$ cat src/rtl/bytecode_fetch_if.sv
// Program-memory port between the fetch unit and the byte-wide ROM.
// Read data is valid in the cycle after the edge that samples mem_re.
interface bytecode_fetch_if #(
   parameter int ADDR_WIDTH = 16
);
   logic [ADDR_WIDTH-1:0] mem_addr;
   logic                  mem_re;
   logic [7:0]            mem_rdata;

   modport master (
      output mem_addr,
      output mem_re,
      input  mem_rdata
   );

   modport slave (
      input  mem_addr,
      input  mem_re,
      output mem_rdata
   );
endinterface

$ cat src/rtl/bytecode_fetch.sv
// Fetches opcode/arg bytes and big-endian data words from program ROM
// on behalf of the CPU, exposing only complete, current groups.
module bytecode_fetch #(
   parameter int                    ADDR_WIDTH = 16,
   parameter logic [ADDR_WIDTH-1:0] DATA_BASE  = 16'h8000,
   parameter logic [7:0]            NOP_CODE   = 8'h00
) (
   input  logic                  clk,
   input  logic                  rst,
   input  logic [ADDR_WIDTH-1:0] program_counter,
   input  logic [15:0]           dataindex,
   bytecode_fetch_if.master      mem,
   output logic [7:0]            op_code,
   output logic [7:0]            arg1,
   output logic [7:0]            arg2,
   output logic [31:0]           dataparams,
   output logic                  instr_valid,
   output logic                  data_valid
);

   typedef enum logic [1:0] {
      S_IDLE,
      S_IFETCH,
      S_DFETCH
   } state_t;

   state_t                r_state, w_state_n;
   logic [ADDR_WIDTH-1:0] r_fpc, w_fpc_n;
   logic [15:0]           r_fdi, w_fdi_n;
   logic [15:0]           r_fdi_old, w_fdi_old_n;
   logic                  r_ifl, w_ifl_n;
   logic                  r_dfl, w_dfl_n;
   logic [2:0]            r_cnt, w_cnt_n;
   logic                  r_tag_v, w_tag_v_n;
   logic [2:0]            r_tag_idx, w_tag_idx_n;
   logic [2:0][7:0]       r_sh, w_sh_n;
   logic [ADDR_WIDTH-1:0] r_addr, w_addr_n;
   logic                  r_re, w_re_n;
   logic [7:0]            r_op, w_op_n;
   logic [7:0]            r_a1, w_a1_n;
   logic [7:0]            r_a2, w_a2_n;
   logic [31:0]           r_dp, w_dp_n;
   logic                  r_iv, w_iv_n;
   logic                  r_dv, w_dv_n;

   logic                  w_ipend;
   logic                  w_dpend;
   logic [ADDR_WIDTH-1:0] w_dbase;
   logic [2:0]            w_last;
   logic                  w_fin;
   logic                  w_free;
   logic                  w_step;

   always_comb begin
      w_ipend     = (program_counter != r_fpc) || r_ifl;
      w_dpend     = (dataindex != r_fdi) || r_dfl;
      w_dbase     = DATA_BASE + ADDR_WIDTH'({dataindex, 2'b00});
      w_last      = (r_state == S_DFETCH) ? 3'd3 : 3'd2;
      w_fin       = r_tag_v && (r_tag_idx == w_last);
      w_free      = 1'b0;
      w_step      = 1'b0;
      w_state_n   = r_state;
      w_fpc_n     = r_fpc;
      w_fdi_n     = r_fdi;
      w_fdi_old_n = r_fdi_old;
      w_ifl_n     = r_ifl;
      w_dfl_n     = r_dfl;
      w_cnt_n     = r_cnt;
      w_sh_n      = r_sh;
      w_addr_n    = r_addr;
      w_re_n      = r_re;
      w_op_n      = r_op;
      w_a1_n      = r_a1;
      w_a2_n      = r_a2;
      w_dp_n      = r_dp;
      w_iv_n      = r_iv;
      w_dv_n      = r_dv;
      // a tag follows each issued address to the cycle its byte returns
      w_tag_v_n   = r_re;
      w_tag_idx_n = r_cnt;

      if (w_ipend) begin
         w_iv_n = 1'b0;
         w_op_n = NOP_CODE;
      end
      if (w_dpend)
         w_dv_n = 1'b0;

      unique case (r_state)
         S_IDLE: w_free = 1'b1;
         S_IFETCH: begin
            if (program_counter != r_fpc) begin
               w_state_n = S_IDLE;
               w_re_n    = 1'b0;
               w_tag_v_n = 1'b0;
            end else if (w_fin) begin
               w_op_n = r_sh[0];
               w_a1_n = r_sh[1];
               w_a2_n = mem.mem_rdata;
               w_iv_n = 1'b1;
               w_free = 1'b1;
            end else begin
               w_step = 1'b1;
            end
         end
         S_DFETCH: begin
            if (w_ipend) begin
               w_state_n = S_IDLE;
               w_re_n    = 1'b0;
               w_tag_v_n = 1'b0;
               w_fdi_n   = r_fdi_old;
            end else if (dataindex != r_fdi) begin
               w_state_n = S_IDLE;
               w_re_n    = 1'b0;
               w_tag_v_n = 1'b0;
            end else if (w_fin) begin
               w_dp_n    = {r_sh[0], r_sh[1], r_sh[2], mem.mem_rdata};
               w_dv_n    = 1'b1;
               w_dfl_n   = 1'b0;
               w_state_n = S_IDLE;
               w_re_n    = 1'b0;
            end else begin
               w_step = 1'b1;
            end
         end
         default: w_state_n = S_IDLE;
      endcase

      if (w_step) begin
         if (r_tag_v)
            w_sh_n[r_tag_idx[1:0]] = mem.mem_rdata;
         if (r_re && (r_cnt != w_last)) begin
            w_addr_n = r_addr + ADDR_WIDTH'(1);
            w_cnt_n  = r_cnt + 3'd1;
         end else begin
            w_re_n = 1'b0;
         end
      end

      // a finished fetch hands straight over to the next pending one
      if (w_free) begin
         if (w_ipend) begin
            w_fpc_n   = program_counter;
            w_ifl_n   = 1'b0;
            w_cnt_n   = 3'd0;
            w_addr_n  = program_counter;
            w_re_n    = 1'b1;
            w_state_n = S_IFETCH;
         end else if (w_dpend) begin
            w_fdi_old_n = r_fdi;
            w_fdi_n     = dataindex;
            w_cnt_n     = 3'd0;
            w_addr_n    = w_dbase;
            w_re_n      = 1'b1;
            w_state_n   = S_DFETCH;
         end else begin
            w_re_n    = 1'b0;
            w_state_n = S_IDLE;
         end
      end
   end

   always_ff @(posedge clk or negedge rst) begin
      if (!rst) begin
         r_state   <= S_IDLE;
         r_fpc     <= '0;
         r_fdi     <= '0;
         r_fdi_old <= '0;
         r_ifl     <= 1'b1;
         r_dfl     <= 1'b1;
         r_cnt     <= '0;
         r_tag_v   <= 1'b0;
         r_tag_idx <= '0;
         r_sh      <= '0;
         r_addr    <= '0;
         r_re      <= 1'b0;
         r_op      <= NOP_CODE;
         r_a1      <= '0;
         r_a2      <= '0;
         r_dp      <= '0;
         r_iv      <= 1'b0;
         r_dv      <= 1'b0;
      end else begin
         r_state   <= w_state_n;
         r_fpc     <= w_fpc_n;
         r_fdi     <= w_fdi_n;
         r_fdi_old <= w_fdi_old_n;
         r_ifl     <= w_ifl_n;
         r_dfl     <= w_dfl_n;
         r_cnt     <= w_cnt_n;
         r_tag_v   <= w_tag_v_n;
         r_tag_idx <= w_tag_idx_n;
         r_sh      <= w_sh_n;
         r_addr    <= w_addr_n;
         r_re      <= w_re_n;
         r_op      <= w_op_n;
         r_a1      <= w_a1_n;
         r_a2      <= w_a2_n;
         r_dp      <= w_dp_n;
         r_iv      <= w_iv_n;
         r_dv      <= w_dv_n;
      end
   end

   assign mem.mem_addr = r_addr;
   assign mem.mem_re   = r_re;
   assign op_code      = r_op;
   assign arg1         = r_a1;
   assign arg2         = r_a2;
   assign dataparams   = r_dp;
   assign instr_valid  = r_iv;
   assign data_valid   = r_dv;

endmodule

$ cat src/flat_wrapper.sv
// flat-port wrapper written by rule: the top's interface ports become plain ports
module bytecode_fetch_flat 
#(
   parameter int                    ADDR_WIDTH = 16,
   parameter logic [ADDR_WIDTH-1:0] DATA_BASE  = 16'h8000,
   parameter logic [7:0]            NOP_CODE   = 8'h00
)
  (clk, rst, program_counter, dataindex, op_code, arg1, arg2, dataparams, instr_valid, data_valid, mem_mem_addr, mem_mem_re, mem_mem_rdata);
  bytecode_fetch_if #(.ADDR_WIDTH(ADDR_WIDTH)) mem_i ();
  input  logic clk;
  input  logic rst;
  input  logic [ADDR_WIDTH-1:0] program_counter;
  input  logic [15:0] dataindex;
  output logic [7:0] op_code;
  output logic [7:0] arg1;
  output logic [7:0] arg2;
  output logic [31:0] dataparams;
  output logic instr_valid;
  output logic data_valid;
  output wire logic [$bits(mem_i.mem_addr)-1:0] mem_mem_addr;
  output wire logic [$bits(mem_i.mem_re)-1:0] mem_mem_re;
  input wire logic [$bits(mem_i.mem_rdata)-1:0] mem_mem_rdata;
  assign mem_mem_addr = mem_i.mem_addr;
  assign mem_mem_re = mem_i.mem_re;
  assign mem_i.mem_rdata = mem_mem_rdata;
  bytecode_fetch #(.ADDR_WIDTH(ADDR_WIDTH), .DATA_BASE(DATA_BASE), .NOP_CODE(NOP_CODE)) u_core (.clk(clk), .rst(rst), .program_counter(program_counter), .dataindex(dataindex), .mem(mem_i), .op_code(op_code), .arg1(arg1), .arg2(arg2), .dataparams(dataparams), .instr_valid(instr_valid), .data_valid(data_valid));
endmodule
$ cat config.mk
export PLATFORM = sky130hd
export DESIGN_NAME = bytecode_fetch_flat
export DESIGN_NICKNAME = d
export VERILOG_FILES = /design/src/rtl/bytecode_fetch_if.sv /design/src/rtl/bytecode_fetch.sv /design/src/flat_wrapper.sv
export SDC_FILE = /design/constraint.sdc
export NUM_CORES = 1
export LEC_CHECK = 0
export ABC_CLOCK_PERIOD_IN_PS = 4600
export BUFFER_PORTS_ARGS = -buffer_cell sky130_fd_sc_hd__buf_2
export CORE_UTILIZATION = 25
export DETAILED_ROUTE_END_ITERATION = 12
export PLACE_DENSITY_LB_ADDON = 0.15
export SYNTH_ARGS = -nofsm -noshare
export SYNTH_HDL_FRONTEND = slang
export SYNTH_SLANG_ARGS = --single-unit
$ cat constraint.sdc
create_clock -name clk -period 4.6 [get_ports clk]
set_clock_uncertainty 0.05 [all_clocks]
set_input_delay 0.92 -clock clk [delete_from_list [all_inputs] [get_ports clk]]
set_output_delay 0.92 -clock clk [all_outputs]
set_load 0.005 [all_outputs]
==> summary.md, run 1 <==
| Metric | Value |
|---|---|
| Seq/Total Area, Yosys | a little under three fifths |
| Wire length per cell | 17.0 um |
| Nets | 709 |
| Outcome | completed |
| Area growth from synthesis to layout | 23.1% |
| Maximum VDD drop | around 0.00024 V |
| Commonest non-fill, non-tap cells in the layout | 156 x dfrtp_1, 115 x buf_2, 76 x nand2_1 |
| #FFs+latches synth | about 160 |
| Comb power frac | 3.9% |
| Die W | 169 um |
| Switching share of power | 25.9% |
| RSZ-0062 raised after global routing | false |
| Slew Limit Fails | 0 |
| Filler cells | 2764 |
| Cell Int Power | 0.00218 W |
| Fin crit share | 71.1% |
| Row count | 60 |
| DRT Wirelength | 17800 um |
| Detailed placement HPWL | between 10000 and 15000 um |
| Die H | 169 um |
| Max-slew headroom | 45.3% |
| Clock network fraction of total power | 47.7% |
| First-pass GRT wire length | about 28000 um |
| Max-Cap Viols | 0 |
| CTS Sinks | 158 |
| Hold Crit Depth | 0 |
| Initial Util | 25.6% |
| Yosys warns | 0 |
| Net Sw Power | between 0.0007 and 0.0008 W |
| Worst r2r src | u_core.r_fpc[14] |
| DRC viols | 0 |
| Antenna Nets Post-Route | 0 |
| Tot GR Track Use | 13.3% |
| Setup violators final | 0 |
| Critical path required time | 4.86 ns |
| GRT overflow | 0 |
| WL met2 | 8240 um |
| Final min period | between 3 and 4 ns |
| Worst-Skew Late Latency | roughly 0.43 ns |
| Crit. End Element | flip-flop |
| Yosys cell types | 50 |
| # diodes | 0 |
| Vias in the first global route | between 4k and 5k |
| Synth top area share | 56.2% |
| Post_cts resized | 0 |
| RR Endpoint | u_core.dataparams[28] |
| Startpoint Class | input pin |
| Cells after Synth | 543 |
| Core box area | 0.0271 mm^2 |
| Synth area leaders | dfrtp_1 56%, mux2_1 10%, xnor2_1 4.3% |
| Worst reg2reg path depth | 8 |
| # H-tree levels | 4 |
| Mapped cell area | approximately 0.007 mm^2 |
| Storage cell area | 0.00396 mm^2 |
| Mean area per synthesized cell | ~13 um^2 |
| Total chip power | 0.00294 W |
| Peak fanout along the critical path | 18 |
| Commonest non-fill, non-tap cell in the layout | dfrtp_1 |
| Hold-fix buffers, CTS | 0 |
| WP data arrival | approximately 3.5 ns |
| Crit Path Class | input pin to flip-flop |
| Wire length on met1 | ~8500 um |
| Antenna violations before repair | 0 |
| Hold Path Sink | u_core.r_tag_idx[2] |
| CTS clk-pin slew, worst paths | 0.07 ns |
| Actual slew at the worst max-slew pin | 0.820 ns |
| Met3 WL | 845 um |
| CTS Buf Count | 17 |
| CTS Buffer Depth | 2 |
| Synthesized net count | 590 |
| LEAKAGE | 4.37 nW |
| IO Pins | 117 |
| Fin Hold WS | approximately 0.37 ns |
| DR top layer | met4 |
| TNS Setup | 0 ns |
| Area leader, netlist | dfrtp_1 |
| Final Hold Fails | 0 |
| F_max | 306 MHz |
| Hold Crit Class | flip-flop to flip-flop |
| Number of DRC markers in iteration 0 | 236 |
| Via density | 4.40 |
| Post-CTS setup buffers | 0 |
| Reg power frac | between 40% and 50% |
| Root Buffer Master | clkbuf_16 |
| Multi-input gate area | 0.00284 mm^2 |
| Reg2Reg Setup Slack | 1.51 ns |
| PwrDens | 343 mW/mm^2 |
| Gpl congestion | slightly above 0.8 |
| DR pass1 iterations | 4 |
| CTS tree | done |
| Die area | 0.0285 mm^2 |
| Hold path start | u_core.r_cnt[2] |
| Via count | ~4.6k |
| Largest net degree at the start of global routing | 87 |
| Share of layout cells above drive strength 1 | ~30% |
| PortBufs | 116 |
logic make-up after synthesis:
family / synth area share, %
DFF: 56.9
and+or+nand+nor: 11.5
muxes: 16.7
AOI/OAI and AO/OA: 5.22
xor gates and xnor gates: 6.43
buffers and inverters: 2.29
adders and majority gates: 0.900
state kept, by name, summed over array words and instances, names as in the netlist:
name / count
u_core.arg1: 8
u_core.arg2: 8
u_core.data_valid: 1
u_core.dataparams: 32
u_core.instr_valid: 1
u_core.mem.mem_addr: 16
u_core.mem.mem_re: 1
u_core.op_code: 8
u_core.r_cnt: 3
u_core.r_dfl: 1
u_core.r_fdi: 16
u_core.r_fdi_old: 16
u_core.r_fpc: 16
u_core.r_ifl: 1
u_core.r_sh: 24
u_core.r_state: 2
u_core.r_tag_idx: 3
u_core.r_tag_v: 1
worst max-delay path by stage:
stage	end	startpoint	slack, ns	cells past startpoint
floorplan	u_core.dataparams[10]	program_counter[14]	1.72	10
global placement	u_core.dataparams[3]	program_counter[14]	0.82	9
detailed placement	u_core.dataparams[28]	program_counter[14]	0.82	9
CTS	u_core.dataparams[28]	program_counter[14]	1.27	9
global route	u_core.r_sh[16]	dataindex[14]	1.11	8
finish	u_core.dataparams[28]	program_counter[14]	1.33	9
cells in the mapped netlist (all sizes together):
master,number
buf,18
a21boi,1
or3,2
and4bb,1
dfrtp,156
and4,2
xor2,17
a21oi,5
a22o,8
o211ai,13
mux2,88
nand2,77
nand2b,3
nand4b,2
a31oi,1
ha,5
a21o,1
a41o,1
nor3b,2
and4b,4
mux2i,17
nor4,12
nor2,7
nor2b,4
dfstp,2
nand3,4
or2,1
inv,7
xnor2,34
clkbuf,6
nand4,7
o221ai,1
nor4b,1
o21ai,22
nor3,8
and3,1
and2,2
worst max-delay path: stages:
cell	delay [ns]
buf_2	0.11
xor2_1	0.14
nor4_1	0.44
and4_1	0.41
nand2b_1	0.24
inv_2	0.11
and4_2	0.56
buf_12	0.24
mux2_1	0.34
per-stage QoR:
step,util (%),worst slack [ns],area (um^2),std cells
floorplan,-,1.72,6950,543
global placement,29.4,0.822,7960,1015
detailed placement,29.4,0.817,7960,1015
CTS,31.6,1.27,8550,1047
global route,31.6,1.11,8550,1047
finish,31.6,1.33,8550,1047
routing by layer:
layer  global-route usage [%]  vias to the layer above
met5                        0                        -
met4                     4.03                        0
met3                     2.95                       14
met2                     20.8                      120
met1                     18.2                     2328
li1                         -                     2145
power groups by stage:
stage	clock network (W)	registers [W]	logic, W
2_1_floorplan	0	0.00144	0.0000385
3_3_place_gp	0	0.00144	0.000120
3_5_place_dp	0	0.00144	0.000121
4_1_cts	0.00145	0.00142	0.000122
5_1_grt	0.00151	0.00142	0.000133
6_report	0.00140	0.00142	0.000116
area by class of cell:
type | instances | share of cell area, %
repair buffers | 124 | 7.86
multi-input cells | 354 | 33.2
clock inverters | 15 | 1.95
flip-flops and latches | 158 | 46.3
well taps | 372 | 5.44
clock buffers | 17 | 4.97
inverters | 7 | 0.307
No activity file was read; power rests on OpenSTA's default activity.
==> inputs of run 2 (changes only) <==
--- a/config.mk
+++ b/config.mk
@@ -5,7 +5,8 @@
 export SDC_FILE = /design/constraint.sdc
 export NUM_CORES = 1
 export LEC_CHECK = 0
-export ABC_CLOCK_PERIOD_IN_PS = 4600
+export ABC_AREA = 1
+export ABC_CLOCK_PERIOD_IN_PS = 2950
 export BUFFER_PORTS_ARGS = -buffer_cell sky130_fd_sc_hd__buf_2
 export CORE_UTILIZATION = 25
 export DETAILED_ROUTE_END_ITERATION = 12
==> constraint.sdc (replaced) <==
create_clock -name clk -period 2.95 [get_ports clk]
set_clock_uncertainty 0.05 [all_clocks]
set_input_delay 0.59 -clock clk [delete_from_list [all_inputs] [get_ports clk]]
set_output_delay 0.59 -clock clk [all_outputs]
set_load 0.005 [all_outputs]
==> summary.md, run 2 <==
| Metric | Value |
|---|---|
| Outcome | completed (unchanged) |
| Cells after Synth | 947 (was 543) |
| Comb power frac | 6.6% (was 3.9%) |
| Main combinational cell family by area after synthesis | simple AND/OR/NAND/NOR gates (was multiplexers) |
| Share of layout cells above drive strength 1 | 18.5% (was 29.9%) |
| Crit Path Class | flip-flop to flip-flop (was input pin to flip-flop) |
| # diodes | 0 (unchanged) |
| CTS Buf Count | 17 (unchanged) |
| GRT overflow | 0 (unchanged) |
| Startpoint Class | flip-flop (was input pin) |
| Cell Int Power | 0.00348 W (was 0.00218 W) |
| Detailed placement HPWL | 15400 um (was 12500 um) |
| Post-CTS setup buffers | 0 (unchanged) |
| Fin Hold WS | 0.0424 ns (was 0.374 ns) |
| Adder-Cell Fraction of Synth Area | 0.834% (was 0.900%) |
| Reg power frac | 46.0% (was 48.3%) |
| #FFs+latches synth | 158 (unchanged) |
| Reg2Reg Setup Slack | 0.37 ns (was 1.51 ns) |
| Antenna Nets Post-Route | 0 (unchanged) |
| Die W | 175 um (was 169 um) |
| RSZ-0062 raised after global routing | false (unchanged) |
| Slew Limit Fails | 0 (unchanged) |
| Switching share of power | 28.8% (was 25.9%) |
| Actual slew at the worst max-slew pin | 0.601 ns (was 0.820 ns) |
| Commonest non-fill, non-tap cells in the layout | 309 x nand2_1, 156 x dfrtp_1, 138 x inv_1 (was 156 x dfrtp_1, 115 x buf_2, 76 x nand2_1) |
| Commonest non-fill, non-tap cell in the layout | nand2_1 (was dfrtp_1) |
| Post-Synth Simple-Gate Area | 26.3% (was 11.5%) |
| Fin crit share | around 88% |
| Mapped cell area | 0.00750 mm^2 (was 0.00695 mm^2) |
| CTS clk-pin slew, worst paths | 0.08 ns (was 0.07 ns) |
| CTS Buffer Depth | 2 (unchanged) |
| Number of DRC markers in iteration 0 | 384 (was 236) |
| Initial Util | 25.4% (was 25.6%) |
| Worst-Skew Late Latency | 0.44 ns (was 0.43 ns) |
| Worst reg2reg path depth | 13 (was 8) |
| Largest net degree at the start of global routing | 57 (was 87) |
| Synth top area share | 52.0% (was 56.2%) |
| DRC viols | 0 (unchanged) |
| Clock network fraction of total power | 47.4% (was 47.7%) |
| PwrDens | 530 mW/mm^2 (was 343 mW/mm^2) |
| Yosys cell types | 33 (was 50) |
| Area leader, netlist | dfrtp_1 (unchanged) |
| Tot GR Track Use | 14.6% (was 13.3%) |
| Area growth from synthesis to layout | 22.7% (was 23.1%) |
| Filler cells | 3233 (was 2764) |
| Net Sw Power | 0.00140 W (was 0.000760 W) |
| Post-synth ARST share | 100% (unchanged) |
| Hold Crit Class | input pin to async pin (was flip-flop to flip-flop) |
| CTS tree | done (unchanged) |
| Row count | 63 (was 60) |
| XOR/XNOR share of the synthesized area | 0.350% (was 6.43%) |
| Yosys warns | 0 (unchanged) |
| Complex-gate fraction of the synthesized area | 10.3% (was 5.22%) |
| Total placed cells including tap cells | 1441 (was 1015) |
| Most common cell in the netlist | nand2_1 (was dfrtp_1) |
| Max-Cap Viols | 0 (unchanged) |
| Final min period | 2.58 ns |
| IO Pins | 117 (unchanged) |
| Synth area leaders | dfrtp_1 52%, nand2_1 16%, inv_1 6.9% (was dfrtp_1 56%, mux2_1 10%, xnor2_1 4.3%) |
| CTS Sinks | 158 (unchanged) |
| Max reg flops | 32 (unchanged) |
| Root Buffer Master | clkbuf_16 (unchanged) |
| Seq/Total Area, Yosys | 52.7% (was 56.9%) |
| RR Endpoint | u_core.mem.mem_addr[8] (was u_core.dataparams[28]) |
| DR pass1 iterations | 7 (was 4) |
| Setup violators final | 0 (unchanged) |
| Crit. End Element | flip-flop (unchanged) |
| LEAKAGE | 4.85 nW (was 4.37 nW) |
| WP data arrival | 2.89 ns (was 3.53 ns) |
| Top FF cell, synth | dfrtp_1 (unchanged) |
| Critical path required time | 3.26 ns (was 4.86 ns) |
| Die H | 175 um (was 169 um) |
| Gpl congestion | 0.760 (was 0.804) |
| DRT Wirelength | 21100 um (was 17800 um) |
| Core box area | 0.0296 mm^2 (was 0.0271 mm^2) |
| PortBufs | 116 (unchanged) |
| Max-slew headroom | 59.8% (was 45.3%) |
| Final cell count without fillers | 1473 (was 1047) |
| Die area | 0.0307 mm^2 (was 0.0285 mm^2) |
| Peak fanout along the critical path | 23 (was 18) |
| Maximum VDD drop | 0.000272 V (was 0.000243 V) |
| Mean area per synthesized cell | 7.92 um^2 (was 12.8 um^2) |
| Antenna violations before repair | 0 (unchanged) |
| # H-tree levels | 4 (unchanged) |
| Synthesized net count | 994 (was 590) |
| Via density | 4.20 (was 4.40) |
| Wire length per cell | 14.3 um (was 17.0 um) |
| Nets | 1117 (was 709) |
| First-pass GRT wire length | 34300 um (was 28300 um) |
| Mux cell area share after synthesis | 0% (was 16.7%) |
| Via count | 6184 (was 4607) |
| Top cells by count, synth | 310 x nand2_1, 156 x dfrtp_1, 138 x inv_1 (was 156 x dfrtp_1, 76 x nand2_1, 63 x mux2_1) |
| Vias in the first global route | 6030 (was 4787) |
| Final Hold Fails | 0 (unchanged) |
| EDFF count, synth | 0 (unchanged) |
| F_max | roughly 390 MHz |
| TNS Setup | 0 ns (unchanged) |
| Worst r2r src | u_core.r_state[0] (was u_core.r_fpc[14]) |
==> run 2: cell types whose count changed in the layout (fill, tap and decap cells not counted), sizes merged, moves of 8 or more <==
cell | previous run | this run
mux2 | 88 | 0
buf | 124 | 135
nor2 | 7 | 56
xnor2 | 34 | 2
nand2 | 77 | 318
o21ai | 22 | 120
a22o | 8 | 0
xor2 | 17 | 1
nand3 | 4 | 65
nand4 | 7 | 16
mux2i | 17 | 0
inv | 15 | 150
nor4 | 12 | 1
==> run 2: worst max-delay path, stage by stage (launching register included) <==
cell and delay (ns):
dfrtp_1 0.39, inv_1 0.10, ha_2 0.30, xnor2_1 0.14, nand2_1 0.14, nor2_1 0.24
nand2_2 0.10, nand2_2 0.16, nand2_2 0.11, clkinv_2 0.24, nand2_1 0.17, o21ai_0 0.19
inv_1 0.09, o21ai_1 0.08
==> run 2: how the worst max path moves through the flow <==
stage,startpoint,to,slack (ns),cells past startpoint
final,u_core.r_state[0],u_core.mem.mem_addr[8],0.37,13
after global placement,program_counter[4],u_core.mem.mem_addr[8],0.02,17
after detailed placement,program_counter[4],u_core.mem.mem_addr[8],0.03,17
after floorplan,program_counter[2],u_core.r_fdi[10],0.83,15
after global routing,u_core.r_state[0],u_core.mem.mem_addr[8],0.07,13
after CTS,u_core.r_state[0],u_core.mem.mem_addr[8],0.13,13
==> run 2: cell families after synthesis <==
kind of cell             count (synthesis)
AO/OA/AOI/OAI                          142
flip-flops                             158
adder cells (fa/ha/maj)                  5
AND/OR/NAND/NOR                        465
XOR/XNOR                                 3
buffers and inverters                  174
==> run 2: area by class of cell <==
type / count / area, um^2 / area share, %
clock buffer: 17 / 425 / 4.62
clock inverter: 15 / 190 / 2.07
inverter: 143 / 538 / 5.84
multi-input combinational: 615 / 2840 / 30.9
sequential: 158 / 3960 / 43.0
tap: 390 / 488 / 5.30
timing repair buffer: 135 / 767 / 8.33
==> run 2: metal layers <==
layer  wire length [um]  global-route usage (%)  part of all wire [%]
met1              10600                    20.6                    50
met2               9610                    22.8                    46
met3                629                    2.49                   3.0
met4                250                    4.24                   1.2
met5                  0                       0                     0
==> run 2: through the flow <==
step                instance area [um^2]  utilization (%)  worst slack, ns  power, W
floorplan                           7500                -            0.833   0.00244
global placement                    8590             29.1           0.0233   0.00262
detailed placement                  8590             29.1           0.0253   0.00262
CTS                                 9200             31.1            0.129   0.00499
global route                        9210             31.1           0.0684   0.00512
finish                              9210             31.1            0.368   0.00488
==> run 2: repair_timing <==
action	in CTS	in global routing
setup endpoints to repair	0	3
resized for setup	0	2
hold buffers	0	0
==> run 2: power groups by stage <==
| stage | logic (W) | registers (W) | clock network, W |
|---|---|---|---|
| 2_1_floorplan | 0.000162 | 0.00228 | 0 |
| 3_3_place_gp | 0.000333 | 0.00229 | 0 |
| 3_5_place_dp | 0.000335 | 0.00229 | 0 |
| 4_1_cts | 0.000336 | 0.00225 | 0.00241 |
| 5_1_grt | 0.000379 | 0.00225 | 0.00248 |
| 6_report | 0.000323 | 0.00225 | 0.00231 |
